<file path="src/rtl/arm_mode_pkg.sv">
// arm_mode_pkg: mode codes, exception indices, vector offsets and sequencer states
package arm_mode_pkg;

   localparam logic [4:0] MODE_USR = 5'h10;
   localparam logic [4:0] MODE_FIQ = 5'h11;
   localparam logic [4:0] MODE_IRQ = 5'h12;
   localparam logic [4:0] MODE_ABT = 5'h13;
   localparam logic [4:0] MODE_SVC = 5'h16;
   localparam logic [4:0] MODE_UND = 5'h17;

   localparam int EXC_DABT = 0;
   localparam int EXC_FIQ  = 1;
   localparam int EXC_IRQ  = 2;
   localparam int EXC_PABT = 3;
   localparam int EXC_SVC  = 4;
   localparam int EXC_UND  = 5;

   localparam logic [7:0] VEC_DABT = 8'h10;
   localparam logic [7:0] VEC_FIQ  = 8'h1C;
   localparam logic [7:0] VEC_IRQ  = 8'h18;
   localparam logic [7:0] VEC_PABT = 8'h0C;
   localparam logic [7:0] VEC_SVC  = 8'h08;
   localparam logic [7:0] VEC_UND  = 8'h04;

   typedef enum logic [1:0] {ST_IDLE, ST_SPSR, ST_LR, ST_PC} state_t;

   // Target mode of a one-hot winner
   function automatic logic [4:0] exc_mode(input logic [5:0] oh);
      return oh[EXC_DABT] ? MODE_ABT :
             oh[EXC_FIQ]  ? MODE_FIQ :
             oh[EXC_IRQ]  ? MODE_IRQ :
             oh[EXC_PABT] ? MODE_ABT :
             oh[EXC_SVC]  ? MODE_SVC :
             oh[EXC_UND]  ? MODE_UND : MODE_USR;
   endfunction

   // Vector offset of a one-hot winner
   function automatic logic [7:0] exc_vec(input logic [5:0] oh);
      return oh[EXC_DABT] ? VEC_DABT :
             oh[EXC_FIQ]  ? VEC_FIQ  :
             oh[EXC_IRQ]  ? VEC_IRQ  :
             oh[EXC_PABT] ? VEC_PABT :
             oh[EXC_SVC]  ? VEC_SVC  :
             oh[EXC_UND]  ? VEC_UND  : 8'h00;
   endfunction

endpackage

</file>
<file path="src/rtl/exc_prio_arb.sv">
// exc_prio_arb: masks FIQ/IRQ and picks the lowest-index pending request
module exc_prio_arb
   import arm_mode_pkg::*;
(
   input  logic [5:0] i_req,
   input  logic       i_irq_mask,
   input  logic       i_fiq_mask,
   output logic [5:0] o_win,
   output logic       o_valid
);

   logic [5:0] w_req;

   // Drop the maskable requests whose CPSR disable bit is set
   always_comb begin
      w_req = i_req;
      w_req[EXC_FIQ] = i_req[EXC_FIQ] & ~i_fiq_mask;
      w_req[EXC_IRQ] = i_req[EXC_IRQ] & ~i_irq_mask;
   end

   assign o_win   = w_req & (~w_req + 6'd1);
   assign o_valid = |w_req;

endmodule

</file>
<file path="src/rtl/exc_entry_seq.sv">
// exc_entry_seq: exception-entry sequencer writing SPSR, banked LR/PC and CPSR
module exc_entry_seq
   import arm_mode_pkg::*;
#(
   parameter logic [31:0] LR_OFS_DEF  = 32'd4,
   parameter logic [31:0] LR_OFS_DABT = 32'd8,
   parameter bit          FIQ_SETS_F  = 1'b1
)(
   input  logic        clk,
   input  logic        rst_n,
   input  logic [5:0]  i_exc_req,
   input  logic [31:0] i_cur_cpsr,
   input  logic [31:0] i_cur_pc,
   input  logic [31:0] i_vec_base,
   output logic        o_busy,
   output logic        o_write_reg,
   output logic [3:0]  o_w_addr,
   output logic [31:0] o_w_data,
   output logic [4:0]  o_mod,
   output logic        o_spsr_we,
   output logic [31:0] o_spsr_data,
   output logic        o_cpsr_we,
   output logic [31:0] o_cpsr_data,
   output logic [5:0]  o_exc_ack
);

   state_t      r_state, w_next;
   logic [5:0]  r_win, w_win;
   logic        w_valid;
   logic [31:0] r_cpsr, r_pc, w_vec;
   logic        w_we, w_spsr_we, w_cpsr_we;
   logic [3:0]  w_addr;
   logic [31:0] w_data, w_spsr_data, w_cpsr_data;
   logic [5:0]  w_ack;
   logic        w_f;

   exc_prio_arb u_arb (
      .i_req      (i_exc_req),
      .i_irq_mask (i_cur_cpsr[7]),
      .i_fiq_mask (i_cur_cpsr[6]),
      .o_win      (w_win),
      .o_valid    (w_valid)
   );

   assign w_vec  = i_vec_base & ~32'h1F;
   assign w_f    = (r_win[EXC_FIQ] && FIQ_SETS_F) ? 1'b1 : r_cpsr[6];
   assign o_busy = (r_state != ST_IDLE);
   assign o_mod  = (r_state == ST_IDLE) ? i_cur_cpsr[4:0] : exc_mode(r_win);

   // State register
   always_ff @(posedge clk or negedge rst_n) begin
      if (!rst_n) r_state <= ST_IDLE;
      else        r_state <= w_next;
   end

   // Next state and the strobes to be presented in that state
   always_comb begin
      w_next      = r_state;
      w_we        = 1'b0;
      w_addr      = 4'h0;
      w_data      = '0;
      w_spsr_we   = 1'b0;
      w_spsr_data = '0;
      w_cpsr_we   = 1'b0;
      w_cpsr_data = '0;
      w_ack       = '0;
      case (r_state)
         ST_IDLE: if (w_valid) begin
            w_next      = ST_SPSR;
            w_spsr_we   = 1'b1;
            w_spsr_data = i_cur_cpsr;
         end
         ST_SPSR: begin
            w_next = ST_LR;
            w_we   = 1'b1;
            w_addr = 4'hE;
            w_data = r_pc + (r_win[EXC_DABT] ? LR_OFS_DABT : LR_OFS_DEF);
         end
         ST_LR: begin
            w_next      = ST_PC;
            w_we        = 1'b1;
            w_addr      = 4'hF;
            w_data      = w_vec + {24'b0, exc_vec(r_win)};
            w_cpsr_we   = 1'b1;
            w_cpsr_data = {r_cpsr[31:8], 1'b1, w_f, 1'b0, exc_mode(r_win)};
            w_ack       = r_win;
         end
         default: w_next = ST_IDLE;
      endcase
   end

   // Capture winner and context at entry so the sequence ignores later input changes
   always_ff @(posedge clk or negedge rst_n) begin
      if (!rst_n) begin
         r_win  <= '0;
         r_cpsr <= '0;
         r_pc   <= '0;
      end else if (r_state == ST_IDLE && w_valid) begin
         r_win  <= w_win;
         r_cpsr <= i_cur_cpsr;
         r_pc   <= i_cur_pc;
      end
   end

   // Registered strobes and data
   always_ff @(posedge clk or negedge rst_n) begin
      if (!rst_n) begin
         o_write_reg <= 1'b0;
         o_w_addr    <= 4'h0;
         o_w_data    <= '0;
         o_spsr_we   <= 1'b0;
         o_spsr_data <= '0;
         o_cpsr_we   <= 1'b0;
         o_cpsr_data <= '0;
         o_exc_ack   <= '0;
      end else begin
         o_write_reg <= w_we;
         o_w_addr    <= w_addr;
         o_w_data    <= w_data;
         o_spsr_we   <= w_spsr_we;
         o_spsr_data <= w_spsr_data;
         o_cpsr_we   <= w_cpsr_we;
         o_cpsr_data <= w_cpsr_data;
         o_exc_ack   <= w_ack;
      end
   end

endmodule

</file>
<file path="config.mk">
export PLATFORM = sky130hd
export DESIGN_NAME = exc_entry_seq
export DESIGN_NICKNAME = d
export VERILOG_FILES = /design/src/rtl/arm_mode_pkg.sv /design/src/rtl/exc_prio_arb.sv /design/src/rtl/exc_entry_seq.sv
export SDC_FILE = /design/constraint.sdc
export NUM_CORES = 1
export LEC_CHECK = 0
export CAP_MARGIN = 20
export CORE_MARGIN = 2
export CORE_UTILIZATION = 50
export CTS_CLUSTER_DIAMETER = 30
export DETAILED_ROUTE_END_ITERATION = 10
export PLACE_DENSITY = 0.86
export SLEW_MARGIN = 10
export SYNTH_ARGS = -nofsm -noshare
export SYNTH_HDL_FRONTEND = slang
export SYNTH_SLANG_ARGS = --single-unit
</file>
<file path="constraint.sdc">
create_clock -name clk -period 4.7 [get_ports clk]
set_clock_uncertainty 0.05 [all_clocks]
set_input_delay 0.94 -clock clk [delete_from_list [all_inputs] [get_ports clk]]
set_output_delay 0.94 -clock clk [all_outputs]
set_load 0.02 [all_outputs]
</file>
==> results.cfg, run 1 <==
[outcome]
status = completed

[worst_setup_path]
start_kind = flip-flop
critical_path_class = flip-flop to output port
crit_required_ns = 3.71
path_max_fanout = 17
reg2reg_to = o_w_data[26]
end_kind = output port
rr_startpoint = r_win[0]
r2r_cells = 7
rrSetupSlack_ns = 1.81
arrival_ns = 2.67

[global_route]
grt_usage_pct = 23.7
grt_remaining_overflow = 0
grt_start_max_net_pins = 82
grt_pass1_vias = 5231
antenna_found_initial = 0
grt_pass1_wl_mm = 26.4

[clocking]
h-tree-depth = 4
cts_sinks = 166
ctsHoldBuffers = 0
clock_latency_ns = 0.42
path_clk_slew_ns = 0.07
clk_path_buf_depth = 2
cts_inserted_buffers = 17
post_cts_resized = 0
cts_root_buf = clkbuf_16
post-cts-setup-buffers = 0
cts_tree = built

[hold_path]
hold_start = r_cpsr[26]
worst_hold_path.num_cells = 1
hold_end = o_cpsr_data[26]
holdCritPathClass = flip-flop to flip-flop

[timing]
fin_crit_sh_pct = 77.8
fin_tns_setup_ns = 0
setup_ws_ns = 1.04
rsz0062_at_grt = false
tightest_slew_ns = 0.927
fmax_ghz = 0.273
setup_viol_count_final = 0
timing.slew.headroom_pct = 38.2
maxSlewViolCount = 0
hold_violations = 0
min_period_ns = 3.66

[floorplan]
die_h_um = 120
dieWidth_um = 120
start_util_pct = 51.2
row_count = 42
ios = 219
coreArea_sq_mm = 0.0132
die_area_sq_mm = 0.0145

[final_layout]
final_common_cell = clkdlybuf4s50_1
area_growth_pct = 40.8
nets = 852
antenna_cells = 0
top_regs = o_spsr_data x32, o_w_data x32, r_pc x32
layout_common_cells = 210 x clkdlybuf4s50_1, 166 x dfrtp_1, 66 x and2_1
fill_cells = 908
layout-drive-gt1-share_pct = 8.90

[route]
routedWlPerCell_um = 17.7
first_iter_violations = 475
vias = 5006
vias_per_cell = 5.39
first_pass_iters = 5
drcViolationCount = 0
drt_wl_total_mm = 16.4
drtAntennaViolNets = 0

[yosys]
avgSynthCellArea_sq_um = 12.6
synth_edf_count = 0
ys_seq_area_share_pct = 61.2
synth_async_sr_flop_share_pct = 100
ys_seq_elements = 166
synth_ff_type = dfrtp_1
syn_area_sq_mm = 0.00679
synth_cell_types = 53
synthCells = 539
ys_warn_count = 0

[placed_design]
dp.final_hpwl_mm = 11.4
gp_congestion = 0.799
port_buffers = 211
dp_slack_ns = 1.26

[power]
power_leakage_nw = 4.09
total_power_mw = 6.40
power.density_mw_per_mm2 = 670
peakVddDrop_mv = 0.435

[flow_run]
drv_cap = 0
## worst max-delay path, cell delays in order, from the launching register on
cell and delay [ns]:
dfrtp_1 0.41, inv_1 0.12, ha_1 0.60, inv_1 0.23, mux2_2 0.28, clkdlybuf4s50_1 0.60
## synth_stat cells, types with 2 or more instances
master    instances  area [sq um]
a21boi_0          4          30.0
a21oi_1           4          20.0
a221o_1           6          60.1
a22o_1            2          17.5
a22oi_1           2          15.0
a32o_1            2          20.0
and2_1           66           413
and3_1            3          18.8
and4_1            3          26.3
buf_2             5          25.0
buf_4             9          67.6
buf_6             3          33.8
clkbuf_1         18          67.6
dfrtp_1         166          4150
ha_1              6          75.1
inv_1             9          33.8
mux2_1           37           417
mux2_2           22           248
nand2_1          38           143
nand2b_1          2          12.5
nand3_1          17          85.1
nand4_1           5          31.3
nor2_1           12          45.0
nor2b_1           6          37.5
nor3_1           13          65.1
nor4_1            4          25.0
o211ai_1          7          52.6
o21a_1            5          37.5
o21ai_0          11          55.1
o21ai_1           5          25.0
o311a_1           6          60.1
or3_1             3          18.8
or4_1             9          67.6
or4_4             2          22.5
xnor2_1           6          52.6
xor2_1            4          35.0
## routing by layer
| layer | track usage [%] | up-vias | routed length (um) |
|---|---|---|---|
| li1 | - | 2268 | - |
| met1 | 28.5 | 2461 | 6500 |
| met2 | 40.0 | 225 | 8250 |
| met3 | 5.66 | 52 | 1010 |
| met4 | 11.7 | 0 | 647 |
| met5 | 0 | - | 0 |
## how the worst max path moves through the flow
stage / to / cells past startpoint / startpoint / slack [ns]
after floorplan: r_cpsr[23] / 5 / i_exc_req[3] / 2.02
after global placement: o_spsr_data[1] / 6 / i_exc_req[3] / 1.32
after detailed placement: o_spsr_data[5] / 6 / i_exc_req[3] / 1.26
after CTS: o_mod[1] / 5 / r_state[0] / 1.04
after global routing: o_mod[1] / 5 / r_state[0] / 0.88
final: o_mod[1] / 5 / r_state[0] / 1.04
## cells by family after synthesis
family	synth area share [%]
buffers and inverters	3.41
muxes	9.94
adders and majority gates	1.40
other	0.0553
AOI/OAI and AO/OA	6.42
DFF	61.2
and+or+nand+nor	16.3
xor gates and xnor gates	1.29
## layout make-up
cell class / instances / area, sq um / area share [%]
timing repair buffer: 217 / 2160 / 22.6
sequential: 166 / 4150 / 43.5
clock buffer: 21 / 470 / 4.92
clock inverter: 10 / 100 / 1.05
tap: 176 / 220 / 2.30
inverter: 10 / 37.5 / 0.393
multi-input combinational: 329 / 2410 / 25.3
## per-stage QoR
step                area (sq um)  hold WS [ns]  utilization (%)  instances
floorplan                   6790         0.397                -        540
global placement            8980         0.410             67.8        898
detailed placement          8980         0.418             67.8        898
CTS                         9560         0.432             72.2        929
global route                9560         0.452             72.2        929
finish                      9560         0.432             72.2        929
## power by group
group | switching [mW] | total (mW) | internal [mW]
Combinational | 1.41 | 2.69 | 1.28
Clock | 0.556 | 1.33 | 0.770
Sequential | 0.387 | 2.38 | 2.00
Total | 2.35 | 6.40 | 4.05
Power figures use the tool's default switching activity.
==> run 2, diff against run 1 <==
--- a/config.mk
+++ b/config.mk
@@ -7,10 +7,10 @@
 export LEC_CHECK = 0
 export CAP_MARGIN = 20
 export CORE_MARGIN = 2
-export CORE_UTILIZATION = 50
+export CORE_UTILIZATION = 46
 export CTS_CLUSTER_DIAMETER = 30
 export DETAILED_ROUTE_END_ITERATION = 10
-export PLACE_DENSITY = 0.86
+export PLACE_DENSITY = 0.8
 export SLEW_MARGIN = 10
 export SYNTH_ARGS = -nofsm -noshare
 export SYNTH_HDL_FRONTEND = slang
==> constraint.sdc (replaced) <==
create_clock -name clk -period 3.8 [get_ports clk]
set_clock_uncertainty 0.05 [all_clocks]
set_input_delay 0.76 -clock clk [delete_from_list [all_inputs] [get_ports clk]]
set_output_delay 0.76 -clock clk [all_outputs]
set_load 0.02 [all_outputs]
==> run 2 against run 1 <==
  * Count of clock-buffer cells in the layout grew 1
  * Power rose by 24%
  * Critical path depth stayed put
  * Critical endpoint unchanged
  * Global-route usage shrank 1.2 points
  * Non-clock buffer count unchanged
  * Setup slack lost 0.61 ns
==> results.cfg, run 2 (synthesis results as in run 1) <==
[clocking]
clock_latency_ns = 0.43
cts_root_buf = clkbuf_16
clk_path_buf_depth = 2
h-tree-depth = 4
cts_tree = built
ctsHoldBuffers = 0
cts_sinks = 166
post_cts_resized = 0
cts_inserted_buffers = 17
post-cts-setup-buffers = 0
path_clk_slew_ns = 0.06

[power]
peakVddDrop_mv = 0.423
power.density_mw_per_mm2 = 829
power_leakage_nw = 4.11

[floorplan]
die_h_um = 125
dieWidth_um = 125
start_util_pct = 46.9
row_count = 44
ios = 219
coreArea_sq_mm = 0.0145
die_area_sq_mm = 0.0157

[flow_run]
drv_cap = 0

[route]
met3_length_mm = 1.04
drtAntennaViolNets = 0
routedWlPerCell_um = 18.1
first_pass_iters = 4
first_iter_violations = 324
top_layer = met4
drt_wl_total_mm = 16.9
vias = 4989
vias_per_cell = 5.32
met1_length_mm = 6.87
drcViolationCount = 0
dr_wl_met2_mm = 8.40

[worst_setup_path]
rrSetupSlack_ns = 0.93
end_kind = output port
crit_required_ns = 2.99
arrival_ns = 2.56
reg2reg_to = o_w_data[30]
path_max_fanout = 17
rr_startpoint = r_win[0]
start_kind = flip-flop
critical_path_class = flip-flop to output port
cp-startpoint = r_state[0]
r2r_cells = 7

[outcome]
status = completed

[final_layout]
layout_common_cells = 210 x clkdlybuf4s50_1, 166 x dfrtp_1, 66 x and2_1
final_cell_area_sq_mm = 0.00960
final_cells = 938
antenna_cells = 0
nets = 852
top_regs = o_spsr_data x32, o_w_data x32, r_pc x32
fill_cells = 1053
final_common_cell = clkdlybuf4s50_1
layout-drive-gt1-share_pct = 9.02
area_growth_pct = 41.5

[global_route]
grt_usage_pct = 22.5
grt_start_max_net_pins = 85
grt_pass1_vias = 5364
grt_remaining_overflow = 0
grt_pass1_wl_mm = 27.5
antenna_found_initial = 0

[placed_design]
port_buffers = 211
dp.final_hpwl_mm = 11.7
dp_slack_ns = 0.801
placed_area_sq_mm = 0.00902
dp.cells = 906
gp_congestion = 0.819

[timing]
holdWs_ns = 0.334
fmax_ghz = 0.297
min_period_ns = 3.37
maxSlewViolCount = 0
rsz0062_at_grt = false
fin_tns_setup_ns = 0
fin_crit_sh_pct = 88.6
hold_violations = 0
timing.slew.headroom_pct = 32.0
setup_ws_ns = 0.433
tightest_slew_ns = 1.02
setup_viol_count_final = 0

[hold_path]
holdCritPathClass = primary input to async pin
==> run 2: critical path: stages (launching register included) <==
cell and delay, ns:
dfrtp_1 0.41, inv_1 0.11, ha_1 0.55, inv_1 0.19, mux2_2 0.27, clkdlybuf4s50_1 0.60
==> run 2: area by class of cell <==
cell class	count	area [sq um]	area share [%]
multi-input combinational	329	2410	25.1
clock buffer	22	484	5.04
sequential	166	4150	43.3
clock inverter	10	97.6	1.02
inverter	10	37.5	0.391
timing repair buffer	217	2180	22.7
tap	184	230	2.40
==> run 2: metrics by stage <==
step | utilization [%] | total power, mW
global route | 66.3 | 8.41
floorplan | - | 4.87
CTS | 66.3 | 8.01
finish | 66.3 | 7.96
detailed placement | 62.3 | 6.32
global placement | 62.3 | 6.17
==> run 2: metal layers <==
layer | vias up | global-route usage, %
met4 | 0 | 11.3
li1 | 2275 | -
met2 | 216 | 36.8
met1 | 2450 | 27.8
met5 | - | 0
met3 | 48 | 5.73
==> run 2: worst max-delay path by stage <==
stage                                 to  slack [ns]  depth (start not counted)
after floorplan               r_cpsr[23]        1.30                          5
after global placement    o_spsr_data[4]        0.86                          6
after detailed placement  o_spsr_data[1]        0.80                          6
after CTS                       o_mod[1]        0.42                          5
after global routing            o_mod[0]        0.24                          5
final                           o_mod[1]        0.43                          5
==> run 2: power by group <==
part / internal, mW / total (mW) / switching, mW
Sequential: 2.47 / 2.95 / 0.480
Clock: 0.972 / 1.67 / 0.694
Combinational: 1.61 / 3.35 / 1.74
Total: 5.05 / 7.96 / 2.91
